`src/rtl/mem_arbiter.sv`:
```
// Two-requester arbiter for a single-port synchronous memory: a loader (writes) and a fetch
// unit (reads) take turns in bursts of up to MAX_BURST beats, alternating on contention.
module mem_arbiter #(
    parameter int ADDR_LEN  = 11,
    parameter int DATA_LEN  = 40,
    parameter int MAX_BURST = 8
) (
    input  logic                clk_i,
    input  logic                rst_ni,
    input  logic                ld_req_i,
    input  logic [ADDR_LEN-1:0] ld_addr_i,
    input  logic [DATA_LEN-1:0] ld_wdata_i,
    output logic                ld_gnt_o,
    input  logic                fe_req_i,
    input  logic [ADDR_LEN-1:0] fe_addr_i,
    output logic                fe_gnt_o,
    output logic [DATA_LEN-1:0] fe_rdata_o,
    output logic                fe_rvalid_o,
    output logic                mem_rd_o,
    output logic                mem_wr_o,
    output logic [ADDR_LEN-1:0] mem_addr_o,
    output logic [DATA_LEN-1:0] mem_wdata_o,
    input  logic [DATA_LEN-1:0] mem_rdata_i,
    output logic                busy_o
);

    localparam int CNT_W = $clog2(MAX_BURST + 1);
    localparam logic [CNT_W-1:0] CNT_LAST = CNT_W'(MAX_BURST - 1);
    localparam logic [CNT_W-1:0] CNT_MAX  = CNT_W'(MAX_BURST);

    typedef enum logic [1:0] {
        IDLE,
        LD_OWN,
        FE_OWN
    } state_e;

    state_e           state_q, state_d;
    state_e           otherOwn;
    logic [CNT_W-1:0] beatCnt_q, beatCnt_d;
    logic             lastOwnerFe_q, lastOwnerFe_d;
    logic             rvalid_q;
    logic             ldBeat, feBeat, ownerReq, otherReq;

    assign ldBeat   = (state_q == LD_OWN) && ld_req_i;
    assign feBeat   = (state_q == FE_OWN) && fe_req_i;
    assign ownerReq = (state_q == LD_OWN) ? ld_req_i : fe_req_i;
    assign otherReq = (state_q == LD_OWN) ? fe_req_i : ld_req_i;
    assign otherOwn = (state_q == LD_OWN) ? FE_OWN : LD_OWN;

    assign ld_gnt_o    = ldBeat;
    assign fe_gnt_o    = feBeat;
    assign mem_wr_o    = ldBeat;
    assign mem_rd_o    = feBeat;
    assign mem_addr_o  = ldBeat ? ld_addr_i : (feBeat ? fe_addr_i : '0);
    assign mem_wdata_o = (ldBeat || feBeat) ? ld_wdata_i : '0;
    assign busy_o      = (state_q != IDLE);
    assign fe_rvalid_o = rvalid_q;
    assign fe_rdata_o  = rvalid_q ? mem_rdata_i : '0;

    // Burst ends when the owner goes quiet, or when its quota is used up and the other side waits.
    always_comb begin
        state_d       = state_q;
        beatCnt_d     = beatCnt_q;
        lastOwnerFe_d = lastOwnerFe_q;
        unique case (state_q)
            IDLE: begin
                beatCnt_d = '0;
                if (ld_req_i && (!fe_req_i || lastOwnerFe_q)) begin
                    state_d = LD_OWN;
                end else if (fe_req_i) begin
                    state_d = FE_OWN;
                end
            end
            LD_OWN, FE_OWN: begin
                if (ownerReq && (beatCnt_q != CNT_MAX)) begin
                    beatCnt_d = beatCnt_q + CNT_W'(1);
                end
                if (!ownerReq || (otherReq && (beatCnt_q >= CNT_LAST))) begin
                    lastOwnerFe_d = (state_q == FE_OWN);
                    state_d       = otherReq ? otherOwn : IDLE;
                    beatCnt_d     = '0;
                end
            end
            default: begin
                state_d = IDLE;
            end
        endcase
    end

    always_ff @(posedge clk_i or negedge rst_ni) begin
        if (!rst_ni) begin
            state_q       <= IDLE;
            beatCnt_q     <= '0;
            lastOwnerFe_q <= 1'b1;
            rvalid_q      <= 1'b0;
        end else begin
            state_q       <= state_d;
            beatCnt_q     <= beatCnt_d;
            lastOwnerFe_q <= lastOwnerFe_d;
            rvalid_q      <= mem_rd_o;
        end
    end

endmodule

```
`config.mk`:
```
export PLATFORM = sky130hd
export DESIGN_NAME = mem_arbiter
export DESIGN_NICKNAME = d
export VERILOG_FILES = /design/src/rtl/mem_arbiter.sv
export SDC_FILE = /design/constraint.sdc
export NUM_CORES = 1
export LEC_CHECK = 0
export ABC_AREA = 1
export BUFFER_PORTS_ARGS = -buffer_cell sky130_fd_sc_hd__buf_2
export CAP_MARGIN = 0
export CORE_AREA = 2 2 79 81
export CTS_BUF_LIST = sky130_fd_sc_hd__clkbuf_16
export CTS_CLUSTER_SIZE = 28
export DETAILED_ROUTE_END_ITERATION = 6
export DIE_AREA = 0 0 81 83
export GPL_TIMING_DRIVEN = 0
export PLACE_DENSITY = 0.67
export SYNTH_ARGS = -nofsm -noshare
export SYNTH_HDL_FRONTEND = slang
export SYNTH_SLANG_ARGS = --single-unit
```
`constraint.sdc`:
```
create_clock -name clk_i -period 1.82 [get_ports clk_i]
set_input_delay 0.546 -clock clk_i [delete_from_list [all_inputs] [get_ports clk_i]]
set_output_delay 0.546 -clock clk_i [all_outputs]
set_load 0.02 [all_outputs]
```
; After elaboration in Yosys (flattened, before gate mapping)
; Index checks and enable logic that the tools add are counted.
[totals]
word_cells = 44
register_bits = 8
in_bits = 106
out_inout_bits = 97
[classes]
n_reduce_logical = 17
magnitude_cmp = 1
eq_ne = 6
mux = 15
addsub = 1
[op_table]
columns = operator, count
row1 = $mux W40, 2
row2 = $mux W11, 2
row3 = $mux W2, 5
row4 = $mux W4, 2
row5 = $pmux W4 S2, 1
row6 = $ne A3 B3 Y1 const B, 2
row7 = $reduce_and A2 Y1, 3
row8 = $logic_and A1 B1 Y1, 5
row9 = $add A4 B1 Y4 const B, 1
row10 = $ge A4 B3 Y1 const B, 1
row11 = $ne A4 B4 Y1 const B, 1
row12 = $pmux W2 S2, 1
row13 = $reduce_bool A2 Y1, 2
row14 = $logic_or A1 B1 Y1, 3
row15 = $eq A2 B1 Y1 const B, 1
row16 = $eq A2 B2 Y1 const B, 1
row17 = $logic_not A1 Y1, 2
row18 = $logic_not A2 Y1, 1
row19 = $mux W1, 2
row20 = $ne A2 B2 Y1 const B, 1
row21 = $reduce_or A2 Y1, 1

; Logic depth before layout (Yosys ltp)
; Gate-level depths: netlist (run 1).
[logic_depth]
ltp_word = 6
depth_mapped = 11
mapped_depth_nobuf = 11

; Worst setup path before layout (run 1)
; No wires, ideal clock.
[synth_path]
path_kind = reg2out
from = register state_q[1]
to = output mem_wdata_o[0]
t_arrival_ns = 1.332
path_slack_ns = -0.058
path_stages_with_launch = 8
path_cell_list = dfrtp_1 inv_1 ha_1 nand2_2 nand2_1 inv_1 buf_2 nor2_1
[synth_between]
elab_chain_cells = 4
[synth_rtl]
columns = item, line
row1 = "start, declared", 37  ; state_e state_q, state_d;
row2 = "start signal, assigned", 97  ; state_q <= state_d;
row3 = $eq A2 B1 Y1 / $eq A2 B2 Y1 (equally long branches), "44, 45"
row4 = $logic_and A1 B1 Y1 (on tied branches), "44, 45"
row5 = $logic_or A1 B1 Y1 (*), 55  ; assign mem_wdata_o = (ldBeat || feBeat) ? ld_wdata_i : '0;
row6 = $mux W40 (*), 55
row7 = "end, declared", 22  ; output logic [DATA_LEN-1:0] mem_wdata_o,
; Mark *: on every way between the ends. The rest lies on a longest branch, timed or not.

; Final worst setup path (run 1)
[layout_path]
from = register state_q[0]
to = output mem_wdata_o[6]
; Same word-level chain as after synthesis.

==> flow_summary_export.csv, run 1 <==
group,metric,value,unit
floorplanning,start_util,24.16,%
yosys,synth_edf_count,0,
floorplanning,die_x,81,µm
sta,timing.final.ws_setup,-0.2853,ns
yosys,synth_top_area_share,25.38,%
final_layout,num_antenna_cells,0,
placed_design,dp.cells,570,
pwr,clockPowerShare,9.8,%
sta,worst_clock_skew,0.004923,ns
grt,grtUsageMet3,6.630,%
sta,rsz0062_at_grt,"true",
final_layout,area_growth,147.9,%
grt,use_met1,19.39,%
clocking,cts-root-buf,"clkbuf_16",
clocking,hold_buffers,0,
clocking,cts.clk_slew.worst_paths,0.04,ns
clocking,htree_levels,1,
yosys,ys_top_cells_by_area,"inv_1, nand2_1, nor2_1, dfrtp_1, nand3_1",
sta,setup_viol,56,
drt,drt-vias-per-instance,4.261,
worst_setup_path,worstSetupEndpointType,"output pin",
sta,slew_violations,0,
worst_setup_path,path_max_fanout,10,
placed_design,place_ws,-0.2390,ns
yosys,synth.avg_cell_area,4.796,µm²
final_layout,drive_gt1_share,58.95,%
worst_setup_path,worst_path_most_repeated_cell,"nand2_4",
pwr,p_sw,1.967,mW
worst_setup_path,crit_family,"buffers and inverters",
yosys,yosysTopAreaCell,"inv_1",
worst_setup_path,cp.required,1.27,ns
sta,hold_ws,0.1509,ns
final_layout,design_area,3483,µm²
floorplanning,die_h,83,µm
sta,min_period,2.105,ns
worst_setup_path,max_stage_delay,0.44,ns
drt,wl_per_cell,13.39,µm
worst_setup_path,crit_chain,"inv_2, ha_4, nand2_4, nand2_4, inv_8, buf_12, nor2_2, buf_6",
yosys,synth_ff_type,"dfrtp_1",
grt,grt_pass1_vias,2333,
pwr,powerDensity,1112,nW/µm²
drt,firstDrtPassIters,4,
final_layout,final_cell_mix,"buf_2, inv_1, nand2_1",
placed_design,placed_area,2512,µm²
yosys,synth_nets,405,
yosys,synth.distinct_cells,19,
yosys,synth-seq-cells,8,
floorplanning,die_area,6723,µm²
yosys,yosys_warnings,0,
yosys,synth-async-reset-ratio,100.0,%
pwr,peakVddDrop,0.0007125,V
worst_setup_path,r2r_setup_slack,0.14,ns
yosys,synth_area,1405,µm²
sta,tightest_slew,0.2000,ns
pwr,power,3.872,mW
grt,gr-total-overflow,0,
drt,dr_total_vias,2510,
worst_setup_path,timing.rr.start,"state_q[1]",
floorplanning,core_area,5816,µm²
placed_design,port_buffers,202,
status,failed_checks,"negative setup slack",
status,run_status,"finished with violations",
yosys,netlist_instances,293,
sta,slew_headroom,86.66,%
floorplanning,std_cell_rows,28,
grt,busiest_layer,"met2",
clocking,cts_inserted_buffers,3,
pwr,combinationalPowerShare,82.3,%
drt,drc,0,
clocking,cts_sinks,8,
worst_setup_path,crit_type,"flop to output pin",
pwr,seq_power_share,7.9,%
sta,fin_setup_tns,-11.50,ns
worst_setup_path,arrival,1.56,ns
grt,grt_pass1_wl,10580,µm
pwr,swShare,50.80,%
final_layout,final_common_cell,"buf_2",
sta,finalCritPeriodShare,115.7,%
worst_setup_path,cp_slowest_cell,"dfrtp_2",
min_path,hp-class,"input pin to asynchronous set/reset pin",
grt,use_met2,38.62,%
placed_design,dp_hpwl,5430,µm
grt,grt_start_max_net_pins,12,
worst_setup_path,cp-start-kind,"flop",
worst_setup_path,setup.worst_path.start,"state_q[0]",
drt,drt_iter0_drc,38,
pwr,power_leakage,2.355,nW
job,maxCapViolations,0,
final_layout,final_cells,589,
grt,grt.total_usage,19.58,%
clocking,cts_tree,"yes",
final_layout,post-route-util,59.90,%
clocking,ctsLongestPathBuffers,2,
pwr,p_int,1.905,mW
floorplanning,io_pins,203,
grt,antenna_found_initial,0,
sta,fmax,475.0,MHz
final_layout,nNetsFinal,627,
drt,ant_nets,0,
clocking,clk-insertion-delay-late,0.23,ns
sta,final-hold-violation-count,0,
yosys,ys_seq_area_share,14.34,%
worst_setup_path,crit_buf_inv,4,
placed_design,gp_congestion,0.8365,
drt,routed_wl,7886,µm
-- worst paths after layout --
path	to	cells after the start
hold reg to reg	lastOwnerFe_q	2
setup reg to reg	beatCnt_q[0]	10
min in group clk_i	lastOwnerFe_q	2
max in group asynchronous	lastOwnerFe_q	1
setup / recovery	mem_wdata_o[6]	8
hold / removal	state_q[1]	1
-- cell families after synthesis --
logic type	after synthesis	share of synthesized area, %
AOI/OAI and AO/OA	4	1.692
adders and majority gates	6	5.343
xor gates and xnor gates	2	1.247
and+or+nand+nor	164	47.11
DFF	8	14.34
buffers and inverters	109	30.27
-- flip-flops by register name, summed over array words and instances, names as in the netlist --
| signal | count |
|---|---|
| fe_rvalid_o | 1 |
| lastOwnerFe_q | 1 |
| beatCnt_q | 4 |
| state_q | 2 |
-- power by group through the flow --
stage	sequential [mW]	clock, mW	combinational [mW]
2_1_floorplan	0.285	0	1.34
3_3_place_gp	0.295	0	2.02
3_5_place_dp	0.300	0	2.04
6_report	0.307	0.379	3.19
4_1_cts	0.307	0.388	2.70
5_1_grt	0.316	0.400	3.41
-- synth_stat cells, types with 2 or more instances --
master / count
a21oi_1: 2
buf_2: 7
buf_4: 2
clkbuf_1: 4
dfrtp_1: 7
ha_1: 6
inv_1: 95
nand2_1: 88
nand2_2: 3
nand3_1: 24
nor2_1: 47
-- metal layers --
layer / wire, µm / part of all wire, %
met5: 0 / 0
met4: 208 / 2.6
met3: 819 / 10
met2: 4190 / 53
met1: 2667 / 34
-- final cells by class --
type / instances / area, µm²
inverters: 96 / 372.9
flip-flops and latches: 8 / 203.9
fillers: 505 / 2332
repair buffers: 217 / 1478
well taps: 75 / 93.84
clock buffers: 3 / 75.07
multi-input cells: 176 / 1112
plain buffers: 13 / 143.9
clock inverters: 1 / 3.754
-- what timing repair did --
item,4_1_cts,5_1_grt
resized for setup,136,96
setup endpoints to repair,95,56
hold endpoints to repair,0,0
pin swaps,5,10
buffers inserted,7,3
cloned,3,2
Note: power is estimated with default switching activity, not from simulation.
==> run 2, diff against run 1 <==
--- a/config.mk
+++ b/config.mk
@@ -13,7 +13,6 @@
 export CTS_CLUSTER_SIZE = 28
 export DETAILED_ROUTE_END_ITERATION = 6
 export DIE_AREA = 0 0 81 83
-export GPL_TIMING_DRIVEN = 0
 export PLACE_DENSITY = 0.67
 export SYNTH_ARGS = -nofsm -noshare
 export SYNTH_HDL_FRONTEND = slang
==> run 2 against run 1 <==
Net effect:
- the flow still finishes with violations (negative setup slack)
- non-clock buffer count decreased by 8
- worst setup slack better by 0.034 ns
- critical path type unchanged
- design area is 5.5% lower
- total power decreased by 5.5%
- global-route usage shrank 0.94 points
- clock skew decreased by 0.0012 ns
- sequential share of layout area rose by 0.26 points
==> flow_summary_export.csv, run 2 (synthesis gave the netlist of run 1 again) <==
group,metric,value,unit
grt,grt_pass1_vias,2293,
final_layout,area_growth,134.4,%
drt,wl_per_cell,12.41,µm
sta,slew_violations,0,
sta,min_period,2.072,ns
placed_design,dp_hpwl,5272,µm
final_layout,design_area,3293,µm²
pwr,power,3.660,mW
floorplanning,die_h,83,µm
final_layout,largest-register,"beatCnt_q",
clocking,cts-root-buf,"clkbuf_16",
placed_design,placed_area,2592,µm²
floorplanning,die_x,81,µm
drt,drt-vias-per-instance,4.153,
clocking,hold_buffers,0,
pwr,clockPowerShare,10.5,%
placed_design,dp.cells,570,
grt,grt.total_usage,18.64,%
grt,antenna_found_initial,0,
drt,drc,0,
final_layout,final_cell_mix,"buf_2, inv_1, nand2_1",
pwr,p_sw,1.875,mW
status,run_status,"finished with violations",
final_layout,final_common_cell,"buf_2",
grt,grt_start_max_net_pins,42,
placed_design,gp_congestion,0.9163,
sta,tightest_slew,0.2340,ns
floorplanning,die_area,6723,µm²
sta,fmax,482.7,MHz
pwr,peakVddDrop,0.0007656,V
clocking,cts_tree,"yes",
sta,setup_viol,56,
worst_setup_path,crit_type,"flop to output pin",
placed_design,port_buffers,202,
sta,rsz0062_at_grt,"true",
status,failed_checks,"negative setup slack",
worst_setup_path,cp-start-kind,"flop",
pwr,powerDensity,1111,nW/µm²
final_layout,regArea,201.4,µm²
sta,worst_clock_skew,0.003709,ns
pwr,seq_power_share,8.1,%
pwr,p_int,1.785,mW
final_layout,num_antenna_cells,0,
clocking,cts.clk_slew.worst_paths,0.04,ns
sta,final-hold-violation-count,0,
clocking,htree_levels,1,
clocking,clk-insertion-delay-late,0.24,ns
final_layout,num-fill-cells,551,
clocking,cts_sinks,8,
drt,firstDrtPassIters,4,
final_layout,nNetsFinal,619,
floorplanning,start_util,24.16,%
sta,timing.final.ws_setup,-0.2516,ns
final_layout,final_cells,581,
drt,dr_total_vias,2413,
drt,ant_nets,0,
worst_setup_path,worstSetupEndpointType,"output pin",
clocking,ctsLongestPathBuffers,2,
final_layout,drive_gt1_share,54.94,%
final_layout,multi_input_area,1039,µm²
sta,finalCritPeriodShare,113.8,%
worst_setup_path,path_max_fanout,11,
drt,routed_wl,7210,µm
grt,gr-total-overflow,0,
floorplanning,core_area,5816,µm²
job,maxCapViolations,0,
worst_setup_path,cp.required,1.27,ns
grt,grt_pass1_wl,10150,µm
pwr,power_leakage,2.315,nW
final_layout,top_regs,"beatCnt_q x4, state_q x2",
min_path,hp-class,"input pin to asynchronous set/reset pin",
placed_design,place_ws,-0.09867,ns
clocking,cts_inserted_buffers,3,
worst_setup_path,arrival,1.53,ns
final_layout,largest_reg_flops,4,
floorplanning,std_cell_rows,28,
floorplanning,io_pins,203,
pwr,swShare,51.23,%
sta,slew_headroom,84.40,%
pwr,combinationalPowerShare,81.4,%
drt,drt_iter0_drc,50,
[run 2: cell types whose count changed in the layout (fill, tap and decap cells not counted), sizes merged]
cell / before / now
buf: 225 / 221
clkbuf: 8 / 4
[run 2: repair_timing]
item,4_1_cts,5_1_grt
pin swaps,0,1
cloned,2,2
buffers inserted,2,1
setup endpoints to repair,56,56
gates resized for setup,96,66
hold endpoints to repair,0,0
[run 2: stage by stage]
stage | utilization, % | setup TNS, ns | hold WS (ns)
final | 56.63 | -11.56 | 0.1500
after global routing | 56.63 | -14.92 | 0.1648
after CTS | 51.57 | -12.20 | 0.1592
after detailed placement | 44.58 | -1.018 | 0.4077
after global placement | 44.58 | -1.183 | 0.4019
after floorplan | - | -2.320 | 0.2504
[run 2: worst paths after layout]
check	end	cells after the start	from	slack [ns]
worst max-delay path	mem_addr_o[0]	7	state_q[1]	-0.25
worst min-delay path	state_q[1]	1	rst_ni	0.15
worst max register to register	state_q[1]	8	state_q[0]	0.25
worst min register to register	lastOwnerFe_q	2	lastOwnerFe_q	0.46
max in group asynchronous	lastOwnerFe_q	1	rst_ni	1.42
min in group clk_i	lastOwnerFe_q	2	lastOwnerFe_q	0.46
[run 2: layout make-up]
cell class	instances	area share, %
repair buffers	222	45.93
multi-input cells	176	31.54
inverters	96	11.17
flip-flops and latches	8	6.117
well taps	75	2.850
clock buffers	3	2.280
clock inverters	1	0.1140
[run 2: power by group through the flow]
stage | clock [mW] | sequential, mW | combinational [mW]
after global placement | 0 | 0.281 | 2.14
after global routing | 0.395 | 0.303 | 3.21
final | 0.385 | 0.296 | 2.98
after detailed placement | 0 | 0.284 | 2.15
after CTS | 0.388 | 0.285 | 2.61
after floorplan | 0 | 0.285 | 1.34
[run 2: critical path: stages (launching register included)]
cell and delay [ns]:
dfrtp_1 0.41, inv_2 0.08, ha_4 0.17, nand2_4 0.09, buf_4 0.18, nand3_1 0.12, nand2_1 0.09, buf_4 0.14
[run 2: metal layers]
metal | track usage [%] | vias to the layer above | wire, µm
met1 | 20.29 | 1050 | 2681
met4 | 4.468 | 0 | 152
met5 | 0 | - | 0
li1 | - | 1233 | -
met2 | 34.86 | 116 | 3720
met3 | 4.891 | 14 | 656
